File: src/rtl/reg_dump_unit_pkg.sv
// Shared definitions for the register dump path: byte width, bytes per
// register word and the dump FSM state encoding. The MIPS core and the
// debug unit use the same constants so that the UART byte stream framing agrees.
package reg_dump_unit_pkg;

  localparam int NB_BYTE       = 8;
  localparam int LEN_DEFAULT   = 32;
  localparam int BYTES_PER_REG = LEN_DEFAULT / NB_BYTE;

  typedef enum logic [2:0] {
    ST_IDLE = 3'd0,
    ST_READ = 3'd1,
    ST_LOAD = 3'd2,
    ST_SEND = 3'd3,
    ST_WAIT = 3'd4,
    ST_DONE = 3'd5
  } dump_state_t;

  // Number of bytes in one word of len bits.
  function automatic int bytes_per_word(input int len, input int nb);
    return len / nb;
  endfunction

endpackage

File: src/rtl/reg_dump_serializer.sv
// Purpose: word shift register, byte-in-word counter and optional running XOR checksum.
// Latency: a loaded word shows its MS byte on top_byte the next cycle; shift/accum act in one cycle.
// Backpressure: none; the owning FSM decides when to load, shift and accumulate.
// Ports: clk/rst (sync, active-high); clear = dump start; load_word/word = capture bank data;
//        shift = advance to the next byte; accum/acc_byte = fold a sent byte into the checksum;
//        top_byte = current MS byte; last_byte = top_byte is the word's final byte; checksum.
// Optional: REG_DUMP_CHECKSUM_EN enables the checksum register (otherwise checksum reads 0).
module reg_dump_serializer #(
  parameter int LEN     = 32,
  parameter int NB_BYTE = 8
) (
  input  logic               clk,
  input  logic               rst,
  input  logic               clear,
  input  logic               load_word,
  input  logic [LEN-1:0]     word,
  input  logic               shift,
  input  logic               accum,
  input  logic [NB_BYTE-1:0] acc_byte,
  output logic [NB_BYTE-1:0] top_byte,
  output logic               last_byte,
  output logic [NB_BYTE-1:0] checksum
);
  import reg_dump_unit_pkg::*;

  localparam int BPW = bytes_per_word(LEN, NB_BYTE);
  localparam int CW  = (BPW > 1) ? $clog2(BPW) : 1;

  logic [LEN-1:0] shreg;
  logic [CW-1:0]  byte_cnt;

  always_ff @(posedge clk) begin
    if (rst) begin
      shreg    <= '0;
      byte_cnt <= '0;
    end else if (load_word) begin
      shreg    <= word;
      byte_cnt <= '0;
    end else if (shift) begin
      shreg    <= shreg << NB_BYTE;
      byte_cnt <= byte_cnt + CW'(1);
    end
  end

  assign top_byte  = shreg[LEN-1 -: NB_BYTE];
  assign last_byte = (byte_cnt == CW'(BPW - 1));

`ifdef REG_DUMP_CHECKSUM_EN
  logic [NB_BYTE-1:0] csum;

  always_ff @(posedge clk) begin
    if (rst || clear) begin
      csum <= '0;
    end else if (accum) begin
      csum <= csum ^ acc_byte;
    end
  end

  assign checksum = csum;
`else
  logic unused_acc;
  assign unused_acc = accum ^ (^acc_byte) ^ clear;
  assign checksum   = '0;
`endif

endmodule

File: src/rtl/reg_dump_unit.sv
// Purpose: dumps every register of the MIPS bank, MS byte first, into the UART TX byte stream.
// Latency: READ_LAT+1 cycles per bank read, then LOAD/SEND/WAIT per byte; 3-cycle minimum start-to-start.
// Backpressure: each byte waits in WAIT until the UART returns i_tx_done; i_start is ignored while busy.
// Ports: i_clk/i_rst (sync, active-high); i_start begins a dump; o_reg_addr/i_reg_data = bank read port;
//        o_tx_data/o_tx_start/i_tx_done = UART TX handshake; o_busy = dump in progress; o_done = end pulse.
// Optional: REG_DUMP_CHECKSUM_EN appends one XOR-of-all-bytes byte after the last register.
module reg_dump_unit #(
  parameter int LEN                  = 32,
  parameter int CANTIDAD_REGISTROS   = 32,
  parameter int NB_ADDRESS_REGISTROS = $clog2(CANTIDAD_REGISTROS),
  parameter int NB_BYTE              = 8,
  parameter int READ_LAT             = 1
) (
  input  logic                            i_clk,
  input  logic                            i_rst,
  input  logic                            i_start,
  input  logic [LEN-1:0]                  i_reg_data,
  input  logic                            i_tx_done,
  output logic [NB_ADDRESS_REGISTROS-1:0] o_reg_addr,
  output logic [NB_BYTE-1:0]              o_tx_data,
  output logic                            o_tx_start,
  output logic                            o_busy,
  output logic                            o_done
);
  import reg_dump_unit_pkg::*;

  localparam int LAT_W = $clog2(READ_LAT + 1);
  localparam logic [NB_ADDRESS_REGISTROS-1:0] LAST_ADDR =
    NB_ADDRESS_REGISTROS'(CANTIDAD_REGISTROS - 1);

  dump_state_t        state;
  logic [LAT_W-1:0]   lat_cnt;
  logic               start_acc;
  logic               done_acc;
  logic               load_word;
  logic               shift;
  logic               accum;
  logic               in_csum;
  logic [NB_BYTE-1:0] top_byte;
  logic               last_byte;
  logic [NB_BYTE-1:0] checksum;

`ifdef REG_DUMP_CHECKSUM_EN
  // Set once the register bytes are exhausted; the next LOAD sends the checksum.
  logic csum_phase;
  assign in_csum = csum_phase;
`else
  logic unused_checksum;
  assign unused_checksum = ^checksum;
  assign in_csum         = 1'b0;
`endif

  assign start_acc = (state == ST_IDLE) && i_start;
  assign done_acc  = (state == ST_WAIT) && i_tx_done;
  // The address has been stable for READ_LAT cycles when lat_cnt reaches READ_LAT.
  assign load_word = (state == ST_READ) && (lat_cnt == LAT_W'(READ_LAT));
  assign shift     = done_acc && !last_byte && !in_csum;
  assign accum     = done_acc && !in_csum;

  reg_dump_serializer #(
    .LEN     (LEN),
    .NB_BYTE (NB_BYTE)
  ) u_ser (
    .clk       (i_clk),
    .rst       (i_rst),
    .clear     (start_acc),
    .load_word (load_word),
    .word      (i_reg_data),
    .shift     (shift),
    .accum     (accum),
    .acc_byte  (o_tx_data),
    .top_byte  (top_byte),
    .last_byte (last_byte),
    .checksum  (checksum)
  );

  always_ff @(posedge i_clk) begin
    if (i_rst) begin
      state      <= ST_IDLE;
      lat_cnt    <= '0;
      o_reg_addr <= '0;
      o_tx_data  <= '0;
      o_tx_start <= 1'b0;
      o_busy     <= 1'b0;
      o_done     <= 1'b0;
`ifdef REG_DUMP_CHECKSUM_EN
      csum_phase <= 1'b0;
`endif
    end else begin
      case (state)
        ST_IDLE: begin
          if (i_start) begin
            o_reg_addr <= '0;
            lat_cnt    <= '0;
            o_busy     <= 1'b1;
`ifdef REG_DUMP_CHECKSUM_EN
            csum_phase <= 1'b0;
`endif
            state      <= ST_READ;
          end
        end

        ST_READ: begin
          if (lat_cnt == LAT_W'(READ_LAT)) begin
            state <= ST_LOAD;
          end else begin
            lat_cnt <= lat_cnt + LAT_W'(1);
          end
        end

        // o_tx_data and o_tx_start are registered together so the byte is
        // valid in the same cycle as the start pulse (the SEND cycle).
        ST_LOAD: begin
`ifdef REG_DUMP_CHECKSUM_EN
          o_tx_data <= csum_phase ? checksum : top_byte;
`else
          o_tx_data <= top_byte;
`endif
          o_tx_start <= 1'b1;
          state      <= ST_SEND;
        end

        ST_SEND: begin
          o_tx_start <= 1'b0;
          state      <= ST_WAIT;
        end

        ST_WAIT: begin
          if (i_tx_done) begin
            if (in_csum) begin
              o_done <= 1'b1;
              state  <= ST_DONE;
            end else if (!last_byte) begin
              state <= ST_LOAD;
            end else if (o_reg_addr != LAST_ADDR) begin
              o_reg_addr <= o_reg_addr + NB_ADDRESS_REGISTROS'(1);
              lat_cnt    <= '0;
              state      <= ST_READ;
            end else begin
`ifdef REG_DUMP_CHECKSUM_EN
              csum_phase <= 1'b1;
              state      <= ST_LOAD;
`else
              o_done <= 1'b1;
              state  <= ST_DONE;
`endif
            end
          end
        end

        ST_DONE: begin
          o_done <= 1'b0;
          o_busy <= 1'b0;
          state  <= ST_IDLE;
        end

        default: begin
          state <= ST_IDLE;
        end
      endcase
    end
  end

endmodule

File: config.mk
export PLATFORM = sky130hd
export DESIGN_NAME = reg_dump_unit
export DESIGN_NICKNAME = d
export VERILOG_FILES = /design/src/rtl/reg_dump_unit_pkg.sv /design/src/rtl/reg_dump_serializer.sv /design/src/rtl/reg_dump_unit.sv
export SDC_FILE = /design/constraint.sdc
export NUM_CORES = 1
export LEC_CHECK = 0
export CORE_MARGIN = 4
export CORE_UTILIZATION = 46
export DETAILED_ROUTE_END_ITERATION = 7
export PLACE_DENSITY = 0.87
export SYNTH_ARGS = -nofsm -noshare
export SYNTH_HDL_FRONTEND = slang
export SYNTH_HIERARCHICAL = 1
export SYNTH_SLANG_ARGS = --single-unit
export TNS_END_PERCENT = 50
File: constraint.sdc
create_clock -name i_clk -period 1.9 [get_ports i_clk]
set_clock_uncertainty 0.15 [all_clocks]
set_input_delay 0.38 -clock i_clk [delete_from_list [all_inputs] [get_ports i_clk]]
set_output_delay 0.38 -clock i_clk [all_outputs]
set_load 0.02 [all_outputs]
# Word level (Yosys, flattened, before mapping)
# Cells that the tools add are included.
dict set report classes {
  n_mul 0
  eq_ne 13
  order_cmp 0
  bitwise_logic 0
  n_reduce_logical 17
  shifts 0
  add_sub_neg 3
  n_div 0
  mux 26
}
# op n
set op_table {}
lappend op_table {{two-way mux 32 bit} 2}
lappend op_table {{two-way mux 5 bit} 4}
lappend op_table {{two-way mux 3 bit} 5}
lappend op_table {{one-hot mux 3 bit (5 select lines)} 1}
lappend op_table {{!= test 2 bit (second input constant)} 5}
lappend op_table {{one-hot mux 5 bit (2 select lines)} 1}
lappend op_table {{AND reduction 5 bit} 2}
lappend op_table {{nonzero test 2 bit} 5}
lappend op_table {{two-way mux 1 bit} 9}
lappend op_table {{equality test 3 x 2 -> 1 bit (second input constant)} 2}
lappend op_table {{equality test 3 bit (second input constant)} 2}
lappend op_table {{one-hot mux 1 bit (2 select lines)} 3}
lappend op_table {{adder 5 x 1 -> 5 bit (second input constant)} 1}
lappend op_table {{!= test 5 bit (second input constant)} 1}
lappend op_table {{AND reduction 4 bit} 1}
lappend op_table {{equality test 3 x 1 -> 1 bit (second input constant)} 1}
lappend op_table {{logical AND 1 bit} 3}
lappend op_table {{logical NOT 3 bit} 1}
lappend op_table {{one-hot mux 1 bit (3 select lines)} 1}
lappend op_table {{AND reduction 3 bit} 1}
lappend op_table {{nonzero test 3 bit} 1}
lappend op_table {{adder 2 x 1 -> 2 bit (second input constant)} 1}
lappend op_table {{equality test 2 bit (second input constant)} 1}
lappend op_table {{!= test 2 x 1 -> 1 bit (second input constant)} 1}
lappend op_table {{4 further kinds} 4}
dict set report totals {
  romBits 0
  inputBits 36
  regBits 54
  latchBits 0
  output_inout_bits 16
  n_memories 0
  ram_bits 0
  wordCells 68
}

# Longest topological paths before layout
dict set report depth {
  ltp_word 5
  ltp_mapped 7
  depth_no_buf 6
}

# Hierarchy
# The synthesis kept the hierarchy.
# mod instances area_per_inst_um2 seq_area_each_um2 cells_each
set by_module_without_submodules {}
lappend by_module_without_submodules {reg_dump_serializer 1 1637.8 680.7 167}
lappend by_module_without_submodules {reg_dump_unit 1 994.7 400.4 106}

# Least setup slack after synthesis
# No wires, ideal clock.
dict set report synth_path {
  path_type {flip-flop to flip-flop}
  startpoint {register o_reg_addr[0]}
  endpoint {register o_reg_addr[0]}
  period_less_slack_ns 1.976
  path_stages_with_launch 8
  slack_ns -0.076
  required_ns 1.629
  setup_ns 0.121
  arrival_time_ns 1.705
  path_buffers 1
  path_cell_list {dfxtp_1 ha_1 and3_1 ha_1 and4b_1 buf_6 and2_1 mux2_4}
}
dict set report synth_between {
  elab_chain_len 5
  elab_cells_between_ends 8
  cone_classes {add/sub (1); eq/ne (2); mux (4); reduce/logical (1)}
}
# item line_no
set synth_lines {}
lappend synth_lines {{from (decl)} reg_dump_unit.sv:19} ;# output logic [NB_ADDRESS_REGISTROS-1:0] o_reg_addr,
lappend synth_lines {{from (signal assigned)} reg_dump_unit.sv:136} ;# o_reg_addr <= o_reg_addr + NB_ADDRESS_REGISTROS'(1);
lappend synth_lines {{adder 5 x 1 -> 5 bit} reg_dump_unit.sv:136}
lappend synth_lines {{two-way mux 5 bit} reg_dump_unit.sv:135} ;# end else if (o_reg_addr != LAST_ADDR) begin
lappend synth_lines {{two-way mux 5 bit} reg_dump_unit.sv:133} ;# end else if (!last_byte) begin
lappend synth_lines {{two-way mux 5 bit} reg_dump_unit.sv:129} ;# if (i_tx_done) begin
lappend synth_lines {{one-hot mux 5 bit (2 select lines)} reg_dump_unit.sv:90} ;# case (state)
# Parallel ways exist; a longest one is shown, timed or not. The select of a mux whose other input is x is not followed.
# A chain may end at the register's enable or synchronous reset.

# Worst setup path in the final report
dict set report layout_path {
  startpoint {register o_reg_addr[0]}
  endpoint {register o_reg_addr[2]}
}
# Same word-level chain as after synthesis.

==> metrics.yaml <==
fin_setup_tns_ns: 0
start_kind: "flip-flop"
drc: 0
hold_violations: 0
cp.arrival_ns: 1.94
ios: 52
required_ns: 2.00
syn_area_sq_um: 2560
routabilityCongestion: 0.847
grt_usage_pct: 16.7
cts-root-buf: "clkbuf_8"
pwr-share-comb_pct: 16.2
tightestPinTransition_ns: 0.477
min_period_ns: 1.84
num-fill-cells: 463
avgSynthCellArea_sq_um: 9.75
status: "finished clean"
pwr-share-seq_pct: 54.3
route.vias.total: 2024
internal_power_mw: 1.70
setup_viol_count_final: 0
synth_cells: 263
grt_overflow: 0
detail-route-antenna-nets: 0
cap_violations: 0
first_pass_iters: 4
die_area_sq_um: 6830
path_class: "flip-flop to flip-flop"
final_common_cell: "dfxtp_1"
nNetsFinal: 350
dp_slack_ns: -0.234
rsz0062_at_grt: "true"
grt_pass1_wl_um: 8860
p_sw_share_pct: 26.0
initial_core_util_pct: 48.7
path_clk_slew_ns: 0.10
portBuffers: 51
timing.fmax_mhz: 543
finalCritPeriodShare_pct: 97.0
power_leakage_nw: 1.17
grt_antenna_before_repair: 0
wl_per_cell_um: 14.1
drt_iter0_drc: 136
cp_max_fo: 5
cts_inserted_buffers: 5
core_sq_um: 5270
cts_hold_buf: 0
finalMaxSlewViolations: 0
grt_pass1_vias: 1879
grt_max_degree: 49
p_per_area_nw_per_um2: 701
cts_tree: "built"
htree_levels: 2
hold_path_class: "input port to flip-flop"
ir_worst_vdd_mv: 0.296
drive_above_1_share_pct: 14.1
fin_ws_ns: 0.0575
num_rows: 26
synth_nets: 302
area_growth_pct: 28.0
die_w_um: 82.7
power_frac_clock_pct: 29.5
finalWirelength_um: 5410
final_cell_mix: "dfxtp_1, clkdlybuf4s50_1, mux2i_1"
dp_hpwl_um: 3950
die_y_um: 82.7
drt-vias-per-instance: 5.28
ys_warn_count: 6
crit_path_end_kind: "flip-flop"
cts_max_path_buffers: 2
maxSlewHeadroom_pct: 68.2
cts.sinks: 54
insertion_delay_ns: 0.30
power_switching_uw: 598
critical path: stages (launching register included):
cell and delay (ns):
dfxtp_2 0.37, ha_4 0.13, and3_1 0.15, ha_2 0.17, and4b_2 0.27, buf_4 0.15, a311o_1 0.27, a21oi_2 0.13
registers in the layout (all words and copies together), names as in the netlist:
name,count
o_busy,1
o_tx_data,8
o_tx_start,1
state,3
u_ser/byte_cnt,2
u_ser/shreg,32
o_done,1
lat_cnt,1
o_reg_addr,5
stage by stage:
step / power, mW / hold slack (ns) / cell area [sq um] / utilization (%) / std cells
3_5_place_dp: 1.65 / 0.330 / 3150 / 59.7 / 373
4_1_cts: 2.31 / 0.179 / 3250 / 61.7 / 382
2_1_floorplan: 1.50 / 0.310 / 2570 / - / 263
6_report: 2.30 / 0.190 / 3280 / 62.3 / 383
3_3_place_gp: 1.63 / 0.314 / 3150 / 59.7 / 373
5_1_grt: 2.41 / 0.185 / 3280 / 62.3 / 382
routing by layer:
layer / vias to the layer above / track usage (%) / part of all wire [%]
met5: - / 0 / 0
met4: 0 / 6.21 / 1.7
met3: 10 / 3.80 / 5.2
met2: 48 / 26.2 / 47
met1: 944 / 22.3 / 46
li1: 1022 / - / -
power by group through the flow:
stage	Clock, mW	Sequential, mW	Combinational (mW)
after floorplan	0	1.27	0.239
after global placement	0	1.27	0.360
after detailed placement	0	1.27	0.371
after CTS	0.692	1.25	0.374
after global routing	0.736	1.26	0.412
final	0.679	1.25	0.372
area by class of cell:
class                      instances  area, sq um  share of cell area [%]
antenna                            1         2.50                  0.0762
clock buffer                       6         82.6                    2.51
clock inverter                     2         16.3                   0.495
inverter                           6         22.5                   0.686
multi-input combinational        174         1310                    39.8
sequential                        54         1080                    33.0
tap                               70         87.6                    2.67
timing repair buffer              70          681                    20.7
path summary, 6_finish.rpt:
kind	start	endpoint	slack, ns	cells after the start
worst max-delay path	o_reg_addr[0]	o_reg_addr[2]	0.06	7
worst min-delay path	i_rst	o_reg_addr[2]	0.19	2
worst max register to register	o_reg_addr[0]	o_reg_addr[2]	0.06	7
worst min register to register	o_busy	o_busy	0.34	2
timing repair:
item | 4_1_cts | 5_1_grt
buffers inserted | 1 | 0
pin swaps | 0 | 2
gates resized for setup | 1 | 7
setup endpoints to repair | 3 | 10
endpoints found under the hold margin | 0 | 0
(Power assumes the default switching activity.)
